File: config.mk
export PLATFORM = sky130hd
export DESIGN_NAME = mem_bus_arbiter
export DESIGN_NICKNAME = d
export VERILOG_FILES = /design/src/rtl/mem_bus_arbiter.sv
export SDC_FILE = /design/constraint.sdc
export NUM_CORES = 1
export LEC_CHECK = 0
export CELL_PAD_IN_SITES_DETAIL_PLACEMENT = 0
export CELL_PAD_IN_SITES_GLOBAL_PLACEMENT = 1
export CORE_ASPECT_RATIO = 0.5
export CORE_MARGIN = 2
export CORE_UTILIZATION = 25
export CTS_CLUSTER_SIZE = 12
export DETAILED_ROUTE_END_ITERATION = 6
export PLACE_DENSITY = 0.77
export RECOVER_POWER = 25
export SYNTH_ARGS = -nofsm -noshare
export SYNTH_HDL_FRONTEND = slang
export SYNTH_SLANG_ARGS = --single-unit
export TNS_END_PERCENT = 30
File: constraint.sdc
create_clock -name clk -period 3 [get_ports clk]
set_clock_uncertainty 0.2 [all_clocks]
set_input_delay 0.75 -clock clk [delete_from_list [all_inputs] [get_ports clk]]
set_output_delay 0.75 -clock clk [all_outputs]
set_load 0.03 [all_outputs]
File: src/rtl/mem_bus_arbiter.sv
// Round-robin arbiter sharing the single MMU memory bus between NUM_REQ
// requesters (Ibex instruction fetch, Ibex data, Vicuna vector LSU).
//
// One transaction is outstanding at a time. In IDLE the winner is picked
// combinationally and granted. Its request fields are latched and held on the
// mem_* side for the whole BUSY phase. The MMU response (or a watchdog timeout)
// is returned one cycle later as a registered one-hot pulse to the owner.
//
// Ports:
//   clk, rst        clock, synchronous active-low reset
//   req_i .. wdata_i   packed per-requester request fields (requester k at slot k)
//   gnt_o           one-hot grant pulse (combinational, IDLE only)
//   rvalid_o/err_o  one-hot registered response / error pulse to the owner
//   rdata_o         read data, non-zero only alongside rvalid_o
//   mem_*_o         latched request towards the MMU
//   mem_*_i         MMU response
//   busy_o          transaction outstanding
//   timeout_o       watchdog abort pulse
module mem_bus_arbiter #(
  parameter int unsigned MEM_W          = 32,
  parameter int unsigned NUM_REQ        = 3,
  parameter int unsigned TIMEOUT_CYCLES = 1024
) (
  input  logic                       clk,
  input  logic                       rst,
  input  logic [NUM_REQ-1:0]         req_i,
  input  logic [NUM_REQ*32-1:0]      addr_i,
  input  logic [NUM_REQ-1:0]         we_i,
  input  logic [NUM_REQ*MEM_W/8-1:0] be_i,
  input  logic [NUM_REQ*MEM_W-1:0]   wdata_i,
  output logic [NUM_REQ-1:0]         gnt_o,
  output logic [NUM_REQ-1:0]         rvalid_o,
  output logic [NUM_REQ-1:0]         err_o,
  output logic [MEM_W-1:0]           rdata_o,
  output logic                       mem_req_o,
  output logic [31:0]                mem_addr_o,
  output logic                       mem_we_o,
  output logic [MEM_W/8-1:0]         mem_be_o,
  output logic [MEM_W-1:0]           mem_wdata_o,
  input  logic                       mem_rvalid_i,
  input  logic                       mem_err_i,
  input  logic [MEM_W-1:0]           mem_rdata_i,
  output logic                       busy_o,
  output logic                       timeout_o
);

  localparam int unsigned BeW  = MEM_W / 8;
  localparam int unsigned PtrW = (NUM_REQ > 1) ? $clog2(NUM_REQ) : 1;
  localparam int unsigned CntW = $clog2(TIMEOUT_CYCLES + 1);
  localparam logic [CntW-1:0] TermCnt = CntW'(TIMEOUT_CYCLES - 1);

  typedef enum logic [0:0] {StIdle, StBusy} state_e;

  state_e             state_q, state_d;
  logic [PtrW-1:0]    rr_ptr_q, rr_ptr_d;
  logic [PtrW-1:0]    owner_q, owner_d;
  logic [CntW-1:0]    cnt_q, cnt_d;
  logic [31:0]        addr_q, addr_d;
  logic               we_q, we_d;
  logic [BeW-1:0]     be_q, be_d;
  logic [MEM_W-1:0]   wdata_q, wdata_d;
  logic [NUM_REQ-1:0] rvalid_q, rvalid_d;
  logic [NUM_REQ-1:0] err_q, err_d;
  logic [MEM_W-1:0]   rdata_q, rdata_d;
  logic               timeout_q, timeout_d;

  logic               any_req;
  logic [PtrW-1:0]    winner;
  int unsigned        idx;
  int unsigned        sel;
  logic [PtrW:0]      ptr_inc;
  logic [PtrW-1:0]    next_ptr;

  function automatic logic [NUM_REQ-1:0] to_onehot(input logic [PtrW-1:0] i);
    logic [NUM_REQ-1:0] v;
    v    = '0;
    v[i] = 1'b1;
    return v;
  endfunction

  // First requesting index at or above rr_ptr, wrapping modulo NUM_REQ.
  always_comb begin
    any_req = 1'b0;
    winner  = '0;
    idx     = 0;
    for (int i = 0; i < NUM_REQ; i++) begin
      idx = (int'(rr_ptr_q) + i) % NUM_REQ;
      if (!any_req && req_i[idx]) begin
        any_req = 1'b1;
        winner  = PtrW'(idx);
      end
    end
  end

  // Pointer moves just past the owner once its access terminates.
  always_comb begin
    ptr_inc  = {1'b0, owner_q} + 1'b1;
    next_ptr = (ptr_inc >= (PtrW + 1)'(NUM_REQ)) ? '0 : ptr_inc[PtrW-1:0];
  end

  assign sel = int'(winner);

  always_comb begin
    state_d   = state_q;
    rr_ptr_d  = rr_ptr_q;
    owner_d   = owner_q;
    cnt_d     = cnt_q;
    addr_d    = addr_q;
    we_d      = we_q;
    be_d      = be_q;
    wdata_d   = wdata_q;
    rvalid_d  = '0;
    err_d     = '0;
    rdata_d   = '0;
    timeout_d = 1'b0;
    gnt_o     = '0;

    unique case (state_q)
      StIdle: begin
        // Responses seen here are spurious and deliberately ignored.
        if (any_req) begin
          gnt_o   = to_onehot(winner);
          owner_d = winner;
          addr_d  = addr_i[32*sel +: 32];
          we_d    = we_i[sel];
          be_d    = be_i[BeW*sel +: BeW];
          wdata_d = wdata_i[MEM_W*sel +: MEM_W];
          cnt_d   = '0;
          state_d = StBusy;
        end
      end
      StBusy: begin
        // Error beats rvalid; any real response beats the watchdog.
        if (mem_err_i) begin
          err_d    = to_onehot(owner_q);
          state_d  = StIdle;
          rr_ptr_d = next_ptr;
        end else if (mem_rvalid_i) begin
          rvalid_d = to_onehot(owner_q);
          rdata_d  = mem_rdata_i;
          state_d  = StIdle;
          rr_ptr_d = next_ptr;
        end else if (cnt_q == TermCnt) begin
          err_d     = to_onehot(owner_q);
          timeout_d = 1'b1;
          state_d   = StIdle;
          rr_ptr_d  = next_ptr;
        end else begin
          cnt_d = cnt_q + 1'b1;
        end
      end
      default: state_d = StIdle;
    endcase

    // No grant may be seen while reset is being applied.
    if (!rst) begin
      gnt_o = '0;
    end
  end

  always_ff @(posedge clk) begin
    if (!rst) begin
      state_q   <= StIdle;
      rr_ptr_q  <= '0;
      owner_q   <= '0;
      cnt_q     <= '0;
      addr_q    <= '0;
      we_q      <= 1'b0;
      be_q      <= '0;
      wdata_q   <= '0;
      rvalid_q  <= '0;
      err_q     <= '0;
      rdata_q   <= '0;
      timeout_q <= 1'b0;
    end else begin
      state_q   <= state_d;
      rr_ptr_q  <= rr_ptr_d;
      owner_q   <= owner_d;
      cnt_q     <= cnt_d;
      addr_q    <= addr_d;
      we_q      <= we_d;
      be_q      <= be_d;
      wdata_q   <= wdata_d;
      rvalid_q  <= rvalid_d;
      err_q     <= err_d;
      rdata_q   <= rdata_d;
      timeout_q <= timeout_d;
    end
  end

  assign busy_o      = (state_q == StBusy);
  assign mem_req_o   = (state_q == StBusy);
  assign mem_addr_o  = addr_q;
  assign mem_we_o    = we_q;
  assign mem_be_o    = be_q;
  assign mem_wdata_o = wdata_q;
  assign rvalid_o    = rvalid_q;
  assign err_o       = err_q;
  assign rdata_o     = rdata_q;
  assign timeout_o   = timeout_q;

endmodule

==> impl_metrics.toml <==
[floorplan]
coreArea_um2 = 24980
die_y_um = 116.3
initial_core_util = 0.2524
rows = 41
die_w_um = 228.6
die_area_um2 = 26590
ios = 359

[worst_setup_path]
crit_path_max_incr_delay_ns = 0.48
crit_slowest_cell = "or4b_4"
critical_path_class = "flop to primary output"
start_kind = "flop"
ff2ff_path_depth = 9
critPathCaptureType = "primary output"
critical_path.cell_chain = "ha_4, mux2_4, mux2i_4, or4b_4, o211a_4, nor4_4, buf_12"
arrival_ns = 2.46
cp_max_fo = 6
required_ns = 2.05

[layout]
stdcell_area_um2 = 11260
antenna_cells = 0
final_nets = 1232
area_delta_synth_final_pct = 78.51
layout-drive-gt1-share = 0.1861

[cts]
root_buffer = "clkbuf_16"
htreeDepth = 4
hold_buffers = 0
cts_tree = "done"
cts_buffer_depth = 2
clock-sinks = 124
cts_buffers = 17
clkTransAtPathRegs_ns = 0.06
clock_insertion_delay_worst_skew_ns = 0.42

[power]
comb_power_share = 0.411
pwr-share-clk = 0.300
leakagePower_nw = 3.888
peakVddDrop_mv = 0.2711
p_int_mw = 4.398
power.density_nw_per_um2 = 619.0
p_switching_mw = 2.570
finalPower_mw = 6.968
seqPwrFrac = 0.289
swShare = 0.3689

[placement]
io_buffer_count = 358
dpl_cell_area_um2 = 10600
dp_hpwl_um = 19120
place_congestion = 0.8857

[global_routing]
grt_pass1_wl_um = 38900
grt_usage = 0.1893
grt_overflow = 0
grt_max_degree = 59
antenna_found_initial = 0
first_global_vias = 6601

[route]
via_per_inst = 4.898
wl_per_cell_um = 19.64
ant_nets = 0
dr_total_vias = 6554
drtPass1Iterations = 4
drc = 0
drtIter0Drc = 376
wl_um = 26280

[sta]
hold_viol_final = 0
rsz0062_at_grt = "yes"
fmax_mhz = 292.8
holdWs_ns = 0.2605
finalWorstSetupSlack_ns = -0.4149
maxSlewHeadroom = 0.4976
fin_crit_sh = 1.138
worst_pin_slew_ns = 0.7536
setup_viol = 3
fin_crit_ns = 3.415
report.final.slew_viol_count = 0

[status]
violations = "setup timing"
outcome = "finished with violations"

[synthesis]
yosysTopAreaCell = "dfxtp_1"
yosysWarningCount = 0
synthesis.instances = 615
ys_seq_elements = 124
syn-num-nets = 866
yosysMostFrequentCell = "dfxtp_1"
avgSynthCellArea_um2 = 10.25
synthArstFlopShare = 0
synth_ff_type = "dfxtp_1"
synth_area_leaders = "dfxtp_1 (39%), a221oi_2 (16%), o2bb2ai_1 (9.6%)"
synth_cell_types = 49
synth_top_area_share = 0.3937
synthesis.area_um2 = 6306
seq_area_frac_synth = 0.3937
yosys-top-cells-count = "dfxtp_1 (124), o21a_1 (71), a221oi_2 (69), o2bb2ai_1 (69), o21ai_0 (64)"
synth-edff-count = 0

[flow_run]
maxCapViolations = 0

[worst_hold_path]
hold_depth = 1
hp-class = "flop to flop"
==> per-layer routing <==
metal / wire, um / global-route usage / up-vias / share of wire
met5: 0 / 0 / - / 0
li1: - / - / 3135 / -
met2: 13410 / 0.3297 / 163 / 0.51
met1: 11300 / 0.2362 / 3222 / 0.43
met3: 967 / 0.03931 / 34 / 0.037
met4: 599 / 0.06492 / 0 / 0.023
==> registers in the layout, summed over array words and instances, names as in the netlist <==
register	cells
mem_we_o	1
cnt_q	11
owner_q	2
mem_addr_o	32
mem_wdata_o	32
timeout_o	1
rvalid_o	3
err_o	3
mem_be_o	4
rr_ptr_q	2
busy_o	1
rdata_o	32
==> placed cells by master (no fill, tap or decap), types with 4 or more instances in the layout <==
cell type	count
clkdlybuf4s50_1	339
dfxtp_1	122
o21a_1	71
a221oi_2	69
o2bb2ai_1	69
o21ai_0	63
buf_4	46
and2_1	27
nor2_1	17
clkbuf_16	17
dlygate4sd3_1	13
o21ai_1	10
buf_12	10
nand2_1	9
xnor2_1	8
inv_6	8
and2_0	7
inv_1	6
nand3_1	5
nor3_1	5
mux2i_1	4
nor3b_1	4
==> final timing paths <==
check / slack, ns / end / from
worst min register to register: 0.26 / mem_addr_o[10]$_SDFFE_PN0P_ / mem_addr_o[10]$_SDFFE_PN0P_
worst max-delay path: -0.41 / gnt_o[0] / rr_ptr_q[0]$_SDFFE_PN0P_
worst min-delay path: 0.26 / mem_addr_o[10]$_SDFFE_PN0P_ / mem_addr_o[10]$_SDFFE_PN0P_
worst max register to register: 0.09 / mem_addr_o[4]$_SDFFE_PN0P_ / rr_ptr_q[0]$_SDFFE_PN0P_
==> critical path, delay by kind of cell (launching register included) <==
kind,cells,cell delay (ns)
AND/OR/NAND/NOR,2,0.67
multiplexers,2,0.47
flip-flops,1,0.38
adder cells (fa/ha/maj),1,0.19
AO/OA/AOI/OAI,1,0.16
buffers and inverters,1,0.16
==> repair_timing <==
item | in CTS | in global routing
pin swaps | 1 | 0
setup endpoints to repair | 61 | 33
setup buffers | 2 | 0
gates resized for setup | 17 | 1
==> stage by stage <==
stage | instances | util | setup WS (ns) | TNS [ns]
after floorplan | 615 | - | -0.2133 | -0.4143
after global placement | 1304 | 0.4243 | -0.6764 | -29.77
after detailed placement | 1304 | 0.4243 | -0.6676 | -34.08
after CTS | 1338 | 0.4507 | -0.4348 | -1.072
after global routing | 1338 | 0.4506 | -0.5133 | -1.336
final | 1338 | 0.4506 | -0.4149 | -1.002
==> power by group through the flow <==
| stage | clock network, mW | registers, mW | logic [mW] |
|---|---|---|---|
| after global placement | 0 | 2.04 | 2.80 |
| final | 2.09 | 2.01 | 2.86 |
| after floorplan | 0 | 2.46 | 1.16 |
| after CTS | 2.15 | 2.01 | 2.87 |
| after global routing | 2.21 | 2.04 | 3.03 |
| after detailed placement | 0 | 2.04 | 2.83 |
==> final cells by class <==
class                      count  area (um2)
multi-input combinational    416        3600
timing repair buffer         414        4123
fill                        2337       13730
clock buffer                  18       439.2
sequential                   124        2487
clock inverter                14       147.6
tap                          344       430.4
inverter                       8       30.03
==> cells by family (layout without fill, tap and decap cells) <==
logic type,after synthesis,count (layout),synth area share
buffers and inverters,75,454,0.05953
AOI/OAI and AO/OA,299,299,0.4246
DFF,124,124,0.3937
adders and majority gates,5,5,0.009921
and+or+nand+nor,96,96,0.08532
muxes,8,8,0.01587
xor gates and xnor gates,8,8,0.01111
No activity file was read; power rests on OpenSTA's default activity.
